<file path="src/rtl/mips_cpu_muldiv_seq.sv">
// mips_cpu_muldiv_seq: iterative multiply/divide unit that owns the HI/LO pair.
// A shift-add multiplier or restoring divider runs for 32 steps on operand
// magnitudes. One FIX cycle then applies the result signs and writes HI/LO.
// MTHI/MTLO write HI/LO directly and never stall.
module mips_cpu_muldiv_seq (
    input  logic        clk,
    input  logic        reset,
    input  logic        start,
    input  logic [5:0]  funct,
    input  logic [31:0] rs_content,
    input  logic [31:0] rt_content,
    output logic        busy,
    output logic        done,
    output logic [31:0] hi,
    output logic [31:0] lo
);

    localparam logic [5:0] FnMthi  = 6'h11;
    localparam logic [5:0] FnMtlo  = 6'h13;
    localparam logic [5:0] FnMult  = 6'h18;
    localparam logic [5:0] FnMultu = 6'h19;
    localparam logic [5:0] FnDiv   = 6'h1a;
    localparam logic [5:0] FnDivu  = 6'h1b;

    typedef enum logic [1:0] {
        IDLE = 2'd0,
        MUL  = 2'd1,
        DIV  = 2'd2,
        FIX  = 2'd3
    } stateT;

    stateT       state_q, state_d;
    logic [4:0]  count_q, count_d;
    logic [63:0] acc_q, acc_d;
    logic [63:0] mcand_q, mcand_d;
    logic [31:0] mplier_q, mplier_d;
    logic [31:0] rem_q, rem_d;
    logic [31:0] dvdQuo_q, dvdQuo_d;
    logic [31:0] divisor_q, divisor_d;
    logic        isDiv_q, isDiv_d;
    logic        negProd_q, negProd_d;
    logic        negQuot_q, negQuot_d;
    logic        negRem_q, negRem_d;
    logic        divZero_q, divZero_d;
    logic [31:0] rawRs_q, rawRs_d;
    logic [31:0] hi_q, hi_d;
    logic [31:0] lo_q, lo_d;
    logic        done_q, done_d;

    // Operand decode: only MULT and DIV treat their operands as signed.
    // Negating 0x80000000 yields 0x80000000, which is the correct 32-bit
    // unsigned magnitude, so the most negative value needs no special case.
    logic        isSignedOp;
    logic        rsNeg;
    logic        rtNeg;
    logic [31:0] rsMag;
    logic [31:0] rtMag;

    assign isSignedOp = (funct == FnMult) || (funct == FnDiv);
    assign rsNeg      = isSignedOp & rs_content[31];
    assign rtNeg      = isSignedOp & rt_content[31];
    assign rsMag      = rsNeg ? (32'd0 - rs_content) : rs_content;
    assign rtMag      = rtNeg ? (32'd0 - rt_content) : rt_content;

    // Restoring divide step. The shifted partial remainder needs 33 bits.
    // Whenever the subtraction is kept, its result is below the divisor, so
    // a 32-bit difference is exact.
    logic [32:0] remShift;
    logic        remFits;
    logic [31:0] remSub;

    assign remShift = {rem_q, dvdQuo_q[31]};
    assign remFits  = remShift >= {1'b0, divisor_q};
    assign remSub   = remShift[31:0] - divisor_q;

    // Sign-corrected results consumed in the FIX cycle.
    logic [63:0] prodFixed;
    logic [31:0] quotFixed;
    logic [31:0] remFixed;

    assign prodFixed = negProd_q ? (64'd0 - acc_q) : acc_q;
    assign quotFixed = negQuot_q ? (32'd0 - dvdQuo_q) : dvdQuo_q;
    assign remFixed  = negRem_q ? (32'd0 - rem_q) : rem_q;

    // State and datapath registers; reset discards any in-flight result.
    always_ff @(posedge clk) begin
        if (reset) begin
            state_q   <= IDLE;
            count_q   <= 5'd0;
            acc_q     <= 64'd0;
            mcand_q   <= 64'd0;
            mplier_q  <= 32'd0;
            rem_q     <= 32'd0;
            dvdQuo_q  <= 32'd0;
            divisor_q <= 32'd0;
            isDiv_q   <= 1'b0;
            negProd_q <= 1'b0;
            negQuot_q <= 1'b0;
            negRem_q  <= 1'b0;
            divZero_q <= 1'b0;
            rawRs_q   <= 32'd0;
            hi_q      <= 32'd0;
            lo_q      <= 32'd0;
            done_q    <= 1'b0;
        end else begin
            state_q   <= state_d;
            count_q   <= count_d;
            acc_q     <= acc_d;
            mcand_q   <= mcand_d;
            mplier_q  <= mplier_d;
            rem_q     <= rem_d;
            dvdQuo_q  <= dvdQuo_d;
            divisor_q <= divisor_d;
            isDiv_q   <= isDiv_d;
            negProd_q <= negProd_d;
            negQuot_q <= negQuot_d;
            negRem_q  <= negRem_d;
            divZero_q <= divZero_d;
            rawRs_q   <= rawRs_d;
            hi_q      <= hi_d;
            lo_q      <= lo_d;
            done_q    <= done_d;
        end
    end

    // Next-state logic: issue decode in IDLE, one iteration per cycle in
    // MUL/DIV, and the result write-back in FIX.
    always_comb begin
        state_d   = state_q;
        count_d   = count_q;
        acc_d     = acc_q;
        mcand_d   = mcand_q;
        mplier_d  = mplier_q;
        rem_d     = rem_q;
        dvdQuo_d  = dvdQuo_q;
        divisor_d = divisor_q;
        isDiv_d   = isDiv_q;
        negProd_d = negProd_q;
        negQuot_d = negQuot_q;
        negRem_d  = negRem_q;
        divZero_d = divZero_q;
        rawRs_d   = rawRs_q;
        hi_d      = hi_q;
        lo_d      = lo_q;
        done_d    = 1'b0;

        case (state_q)
            IDLE: begin
                if (start) begin
                    case (funct)
                        FnMult, FnMultu: begin
                            mcand_d   = {32'd0, rsMag};
                            mplier_d  = rtMag;
                            acc_d     = 64'd0;
                            negProd_d = rsNeg ^ rtNeg;
                            isDiv_d   = 1'b0;
                            count_d   = 5'd0;
                            state_d   = MUL;
                        end
                        FnDiv, FnDivu: begin
                            dvdQuo_d  = rsMag;
                            divisor_d = rtMag;
                            rem_d     = 32'd0;
                            negQuot_d = rsNeg ^ rtNeg;
                            negRem_d  = rsNeg;
                            divZero_d = (rt_content == 32'd0);
                            rawRs_d   = rs_content;
                            isDiv_d   = 1'b1;
                            count_d   = 5'd0;
                            state_d   = DIV;
                        end
                        FnMthi: hi_d = rs_content;
                        FnMtlo: lo_d = rs_content;
                        default: ;
                    endcase
                end
            end
            MUL: begin
                if (mplier_q[0]) begin
                    acc_d = acc_q + mcand_q;
                end
                mcand_d  = mcand_q << 1;
                mplier_d = mplier_q >> 1;
                count_d  = count_q + 5'd1;
                if (count_q == 5'd31) begin
                    state_d = FIX;
                end
            end
            DIV: begin
                if (remFits) begin
                    rem_d    = remSub;
                    dvdQuo_d = {dvdQuo_q[30:0], 1'b1};
                end else begin
                    rem_d    = remShift[31:0];
                    dvdQuo_d = {dvdQuo_q[30:0], 1'b0};
                end
                count_d = count_q + 5'd1;
                if (count_q == 5'd31) begin
                    state_d = FIX;
                end
            end
            FIX: begin
                if (isDiv_q) begin
                    if (divZero_q) begin
                        lo_d = 32'hFFFF_FFFF;
                        hi_d = rawRs_q;
                    end else begin
                        lo_d = quotFixed;
                        hi_d = remFixed;
                    end
                end else begin
                    hi_d = prodFixed[63:32];
                    lo_d = prodFixed[31:0];
                end
                done_d  = 1'b1;
                state_d = IDLE;
            end
            default: state_d = IDLE;
        endcase
    end

    assign busy = (state_q != IDLE);
    assign done = done_q;
    assign hi   = hi_q;
    assign lo   = lo_q;

endmodule

</file>
<file path="config.mk">
export PLATFORM = sky130hd
export DESIGN_NAME = mips_cpu_muldiv_seq
export DESIGN_NICKNAME = d
export VERILOG_FILES = /design/src/rtl/mips_cpu_muldiv_seq.sv
export SDC_FILE = /design/constraint.sdc
export NUM_CORES = 1
export LEC_CHECK = 0
export ABC_AREA = 0
export BUFFER_PORTS_ARGS = -buffer_cell sky130_fd_sc_hd__buf_2
export CAP_MARGIN = 20
export CORE_UTILIZATION = 51
export DETAILED_ROUTE_END_ITERATION = 7
export MAX_ROUTING_LAYER = met4
export PLACE_DENSITY = 0.71
export SLEW_MARGIN = 0
export SYNTH_ARGS = -nofsm -noshare
export SYNTH_HDL_FRONTEND = slang
export SYNTH_SLANG_ARGS = --single-unit
</file>
<file path="constraint.sdc">
create_clock -name clk -period 3.7 [get_ports clk]
set_clock_uncertainty 0.2 [all_clocks]
set_input_delay 0.37 -clock clk [delete_from_list [all_inputs] [get_ports clk]]
set_output_delay 0.37 -clock clk [all_outputs]
set_load 0.1 [all_outputs]
</file>
==> results of run 1 <==
[through the flow]
step	cell area [µm²]	hold WS, ns	cells
floorplan	23770	0.2315	3205
global placement	26020	0.2366	3920
detailed placement	26020	0.2437	3920
CTS	27790	0.0005309	4027
global route	28010	0.02271	4032
finish	28010	0.02014	4033
[cell type report]
| class | count | area [µm²] |
|---|---|---|
| Antenna cell | 2 | 5.005 |
| Clock buffer | 61 | 1256 |
| Clock inverter | 16 | 152.6 |
| Fill cell | 4229 | 17660 |
| Inverter | 85 | 319.1 |
| Multi-Input combinational cell | 2541 | 15680 |
| Sequential cell | 365 | 7313 |
| Tap cell | 600 | 750.7 |
| Timing Repair Buffer | 363 | 2541 |
[placed cells by master (no fill, tap or decap), types with 48 or more instances in the layout]
cell and n:
o21ai_0 234, nand3_1 64, a21o_1 51, dfxtp_1 360, nor3_1 49, nor2_1 260, inv_1 83, buf_2 137
a21oi_1 315, ha_1 103, o31ai_1 48, a211oi_1 56, xnor2_1 158, nand2_1 540, buf_4 189, xor2_1 110
[cell families (layout without fill, tap and decap cells)]
kind of cell             Yosys count  count (layout)
other                              0               2
flip-flops                       365             365
XOR/XNOR                         268             268
adder cells (fa/ha/maj)          108             108
multiplexers                      48              48
AND/OR/NAND/NOR                 1105            1105
AO/OA/AOI/OAI                   1012            1012
buffers and inverters            299             525
[path summary, 6_finish.rpt]
kind	endpoint	slack [ns]	cells after the start	startpoint
worst min register to register	mplier_q[5]	0.25	2	mplier_q[5]
worst min-delay path	rawRs_q[3]	0.02	4	rs_content[3]
worst max register to register	acc_q[62]	0.08	17	mcand_q[0]
worst max-delay path	acc_q[62]	0.08	17	mcand_q[0]
[power breakdown]
group          total (mW)  switching, mW  internal (mW)  leakage (nW)
registers            4.21          0.136           4.08          2.94
logic                3.24           2.25          0.991          7.62
clock network        4.34           1.83           2.51         0.688
total                11.8           4.22           7.58          11.3
[critical path, delay by kind of cell (launching register included)]
kind | cells | cell delay, ns
buffers and inverters | 4 | 0.57
DFF | 1 | 0.35
and+or+nand+nor | 1 | 0.16
xor gates and xnor gates | 1 | 0.16
AOI/OAI and AO/OA | 9 | 1.51
adders and majority gates | 2 | 0.49
[sequential cells by signal (all words and copies together), names as in the netlist]
name,count
mplier_q,32
rem_q,32
acc_q,64
divZero_q,1
negQuot_q,1
lo,32
divisor_q,32
hi,32
mcand_q,64
rawRs_q,32
isDiv_q,1
dvdQuo_q,32
negRem_q,1
done,1
negProd_q,1
state_q,2
count_q,5
[routing by layer]
layer  up-vias  global-route usage
met5         -                   -
met4         0              0.1002
met3       148             0.06234
met2      1184              0.5376
met1     11930              0.5171
li1      11810                   -
[what timing repair did]
item                                    4_1_cts  5_1_grt
hold buffers                                 29        0
pin swaps                                     8       21
resized for setup                            15       43
buffers inserted                              1        4
endpoints found under the setup margin       12       37
hold endpoints to repair                     67        0
==> flow_metrics.env, run 1 <==
export IMPL_synthToLayoutAreaGrowth_pct=17.86
export IMPL_grt_pass1_vias=22510
export IMPL_synth_compound_area_frac=0.2660
export IMPL_total_power_mw=11.80
export IMPL_synthAdderAreaFrac=0.05748
export IMPL_cts_max_level=2
export IMPL_setup_ws_ns=0.08365
export IMPL_synth_mux_area_frac=0.02032
export IMPL_slew_headroom=0.2941
export IMPL_endpoint_kind="register"
export IMPL_routed_wl_um=87130
export IMPL_routed_top_layer="met4"
export IMPL_crit_path_max_fanout=4
export IMPL_synthDistinctLibCells=68
export IMPL_io_pins=139
export IMPL_ys_warn_count=0
export IMPL_cts_tree="yes"
export IMPL_tns_ns=0
export IMPL_cts_buffers_inserted=43
export IMPL_gp_congestion=1.012
export IMPL_cap_viol_max_count=0
export IMPL_initial_core_util=0.5204
export IMPL_yosysTopAreaCell="dfxtp_1"
export IMPL_vdd_ir_drop_max_uv=391.6
export IMPL_grt_pass1_wl_um=132000
export IMPL_die_w_um=217.9
export IMPL_synth_seq_cells=365
export IMPL_power_leakage_nw=11.26
export IMPL_ant_nets=0
export IMPL_syn_avg_cell_area_um2=7.416
export IMPL_final_util=0.6133
export IMPL_synth_top_cells_by_area="dfxtp_1, nand2_1, a21oi_1, xnor2_1, ha_1"
export IMPL_outcome="completed"
export IMPL_wl_per_cell_um=21.61
export IMPL_tightest_slew_ns=1.059
export IMPL_async_flop_share=0
export IMPL_finalCritPeriodShare=0.9774
export IMPL_yosys_top_cells_count="nand2_1, dfxtp_1, a21oi_1, nor2_1, o21ai_0"
export IMPL_rsz0062_at_grt="true"
export IMPL_drtPass1Iterations=6
export IMPL_vias=25070
export IMPL_drv_slew=0
export IMPL_layout_nets=3580
export IMPL_drt_met1_wl_um=38560
export IMPL_drcViolationCount=0
export IMPL_synth_xor_area_frac=0.09875
export IMPL_start_kind="register"
export IMPL_period_minus_slack_ns=3.616
export IMPL_antenna_found_initial=1
export IMPL_critPathSlowestCell="a2111oi_2"
export IMPL_finalSetupViolCount=0
export IMPL_post_place_ws_ns=-0.2979
export IMPL_syn_num_nets=3386
export IMPL_syn_instance_count=3205
export IMPL_grt_use_total=0.3674
export IMPL_drt_iter0_markers=3150
export IMPL_grt_max_degree=142
export IMPL_seq_area_frac_synth=0.3074
export IMPL_clock_latency_ns=0.59
export IMPL_coreArea_um2=45670
export IMPL_cts_sinks=365
export IMPL_cts_root_buf="clkbuf_16"
export IMPL_wl_met2_um=37700
export IMPL_via_per_inst=6.217
export IMPL_dieArea_um2=47470
export IMPL_port_buffers=138
export IMPL_wl_met3_um=8647
export IMPL_hold_path_class="input pin to register"
export IMPL_synth_top_area_share=0.3074
export IMPL_clockBufferDepth=3
export IMPL_place_hpwl_um=64810
export IMPL_required_ns=3.93
export IMPL_hold_violations=0
export IMPL_drive_above_1_share=0.1387
export IMPL_die_h_um=217.9
export IMPL_synth_top_family_by_area="compound AO/OA/AOI/OAI gates"
export IMPL_powerDensity_nw_per_um2=421.1
export IMPL_syn_cell_area_um2=23770
export IMPL_clkTransAtPathRegs_ns=0.07
export IMPL_num_rows=78
export IMPL_criticalPathCategory="register to register"
export IMPL_cp_arrival_ns=3.85
export IMPL_slowest_delay_ns=0.40
export IMPL_synth_edff_count=0
export IMPL_path_cells="ha_4 > inv_2 > fa_2 > nand2b_4 > a21oi_4 > o211ai_1 > a2111oi_2 > buf_4 > o21ai_4 > o31ai_2 > buf_4 > a31oi_4 > buf_6 > o211ai_1 > a31oi_1 > xor2_1 > o21ai_1"
export IMPL_max_freq_mhz=276.5
export IMPL_synth_simple_gate_area_frac=0.2024
export IMPL_synth_main_ff_cell="dfxtp_1"
export IMPL_grt_overflow=0
export IMPL_synth_most_common_cell="nand2_1"
(Power assumes the default switching activity.)
==> inputs of run 2 (changes only) <==
Settings changed: CORE_MARGIN set to 1, RECOVER_POWER set to 100.
==> run 2 against run 1 <==
Effect of this change:
- highest routed layer unchanged
- sequential share of layout area increased by 0.14 points
- cell count unchanged
- setup slack got worse by 0.0046 ns
- non-clock buffer count unchanged
- combinational power about the same
- die area unchanged
- count of clock-buffer cells in the layout unchanged
- register-to-register slack about the same
- the run now ends with max-capacitance violations, max-slew violations left
- largest power group unchanged
- critical path depth unchanged
==> flow_metrics.env, run 2 (synthesized netlist as in run 1, its figures left out) <==
export IMPL_dpl_cell_area_um2=26020
export IMPL_layout_nets=3580
export IMPL_slew_headroom=-0.1830
export IMPL_cts_root_buf="clkbuf_16"
export IMPL_powerDensity_nw_per_um2=422.3
export IMPL_cts_max_level=2
export IMPL_path_cells="ha_4 > inv_2 > fa_2 > nand2b_4 > a21oi_4 > o211ai_1 > a2111oi_2 > buf_4 > o21ai_4 > o31ai_2 > buf_4 > a31oi_4 > buf_6 > o211ai_1 > a31oi_1 > xor2_1 > o21ai_1"
export IMPL_antenna_found_initial=1
export IMPL_max_freq_mhz=276.2
export IMPL_reg2reg_to="acc_q[62]"
export IMPL_port_buffers=138
export IMPL_total_power_mw=11.76
export IMPL_start_kind="register"
export IMPL_endpoint_kind="register"
export IMPL_violations="max-capacitance violations, max-slew violations"
export IMPL_cts_buffers_inserted=43
export IMPL_tightest_slew_ns=1.774
export IMPL_criticalPathCategory="register to register"
export IMPL_crit_cells=17
export IMPL_dieArea_um2=47470
export IMPL_synthToLayoutAreaGrowth_pct=17.21
export IMPL_clock_latency_ns=0.59
export IMPL_grt_use_total=0.3674
export IMPL_design_area_um2=27860
export IMPL_cap_viol_max_count=1
export IMPL_drive_above_1_share=0.1160
export IMPL_cp_arrival_ns=3.85
export IMPL_coreArea_um2=45670
export IMPL_vias=25060
export IMPL_required_ns=3.93
export IMPL_wl_per_cell_um=21.64
export IMPL_clockBufferDepth=3
export IMPL_final_common_cell="nand2_1"
export IMPL_gp_congestion=1.012
export IMPL_cts_sinks=365
export IMPL_ant_nets=0
export IMPL_layout_common_cells="nand2_1, dfxtp_1, a21oi_1, nor2_1, o21ai_0"
export IMPL_clkTransAtPathRegs_ns=0.06
export IMPL_grt_pass1_wl_um=132000
export IMPL_rsz0062_at_grt="true"
export IMPL_grt_overflow=0
export IMPL_drtPass1Iterations=6
export IMPL_cts_tree="yes"
export IMPL_slowest_delay_ns=0.40
export IMPL_reg2reg_depth=17
export IMPL_dp_cells=3920
export IMPL_via_per_inst=6.212
export IMPL_critPathBufInv=4
export IMPL_vdd_ir_drop_max_uv=388.5
export IMPL_place_hpwl_um=64810
export IMPL_stdcell_count=4033
export IMPL_num_rows=78
export IMPL_hold_depth=3
export IMPL_r2r_setup_slack_ns=0.08
export IMPL_grt_pass1_vias=22510
export IMPL_routed_wl_um=87290
export IMPL_power_leakage_nw=10.92
export IMPL_die_h_um=217.9
export IMPL_initial_core_util=0.5204
export IMPL_critPathSlowestCell="a2111oi_2"
export IMPL_hold_violations=0
export IMPL_cp_startpoint="mcand_q[0]"
export IMPL_r2r_start="mcand_q[0]"
export IMPL_drt_iter0_markers=2974
export IMPL_crit_family="compound AO/OA/AOI/OAI gates"
export IMPL_drcViolationCount=0
export IMPL_hold_path_class="input pin to register"
export IMPL_io_pins=139
export IMPL_reg_top3="acc_q: 64 flops, mcand_q: 64 flops"
export IMPL_crit_path_max_fanout=4
export IMPL_finalCritPeriodShare=0.9786
export IMPL_outcome="finished with violations"
export IMPL_drv_slew=36
export IMPL_crit_path_end="acc_q[62]"
export IMPL_die_w_um=217.9
export IMPL_finalSetupViolCount=0
export IMPL_period_minus_slack_ns=3.621
export IMPL_grt_max_degree=142
## run 2: cell count changes in the layout (fill, tap and decap cells not counted), sizes merged
cell,before,now
buf,334,258
clkbuf,61,137
## run 2: worst min path at each step
stage | start | slack [ns] | to
detailed placement | mplier_q[5] | 0.24 | mplier_q[5]
global route | rs_content[3] | 0.02 | rawRs_q[3]
finish | rt_content[26] | 0.02 | divisor_q[26]
CTS | rs_content[3] | 0.0005 | rawRs_q[3]
floorplan | mplier_q[1] | 0.23 | mplier_q[1]
global placement | hi[5] | 0.24 | hi[5]
## run 2: final cells by class
class                      instances  area [µm²]
tap                              600       750.7
sequential                       365        7313
fill                            4287       17810
clock inverter                    16       152.6
multi-input combinational       2541       15650
clock buffer                      61        1256
inverter                          85       319.1
antenna                            2       5.005
timing repair buffer             363        2411
## run 2: power breakdown
group / switching, mW / total (mW) / leakage [nW] / internal [mW]
Combinational: 2.24 / 3.21 / 7.29 / 0.969
Clock: 1.83 / 4.34 / 0.688 / 2.51
Sequential: 0.137 / 4.21 / 2.94 / 4.08
## run 2: routing by layer
metal | share of wire | global-route usage | up-vias
li1 | - | - | 11800
met1 | 0.45 | 0.5171 | 11930
met2 | 0.43 | 0.5376 | 1177
met3 | 0.095 | 0.06234 | 150
met4 | 0.027 | 0.1002 | 0
met5 | 0 | - | -
## run 2: worst reg2reg max path, cell delays in order, from the launching register on
cell and delay [ns]:
dfxtp_2 0.35, ha_4 0.14, inv_2 0.04, fa_2 0.35
nand2b_4 0.16, a21oi_4 0.14, o211ai_1 0.23, a2111oi_2 0.40
buf_4 0.19, o21ai_4 0.06, o31ai_2 0.20, buf_4 0.19
a31oi_4 0.10, buf_6 0.15, o211ai_1 0.19, a31oi_1 0.13
xor2_1 0.16, o21ai_1 0.07
## run 2: stage by stage
| stage | hold WS (ns) | setup TNS (ns) | util | setup slack, ns |
|---|---|---|---|---|
| 4_1_cts | 0.0005309 | 0 | 0.6084 | 0.0004103 |
| 3_3_place_gp | 0.2366 | -1.290 | 0.5697 | -0.2342 |
| 5_1_grt | 0.01836 | -0.3062 | 0.6099 | -0.1063 |
| 3_5_place_dp | 0.2437 | -1.497 | 0.5697 | -0.2979 |
| 6_report | 0.01955 | 0 | 0.6100 | 0.07910 |
| 2_1_floorplan | 0.2315 | 0 | - | 0.01911 |
## run 2: repair_timing
item | CTS | global route
pin swaps | 8 | 21
setup buffers | 1 | 4
hold buffers | 29 | 0
gates cloned | 0 | 0
resized for setup | 15 | 43
setup endpoints to repair | 12 | 37
endpoints found under the hold margin | 67 | 0
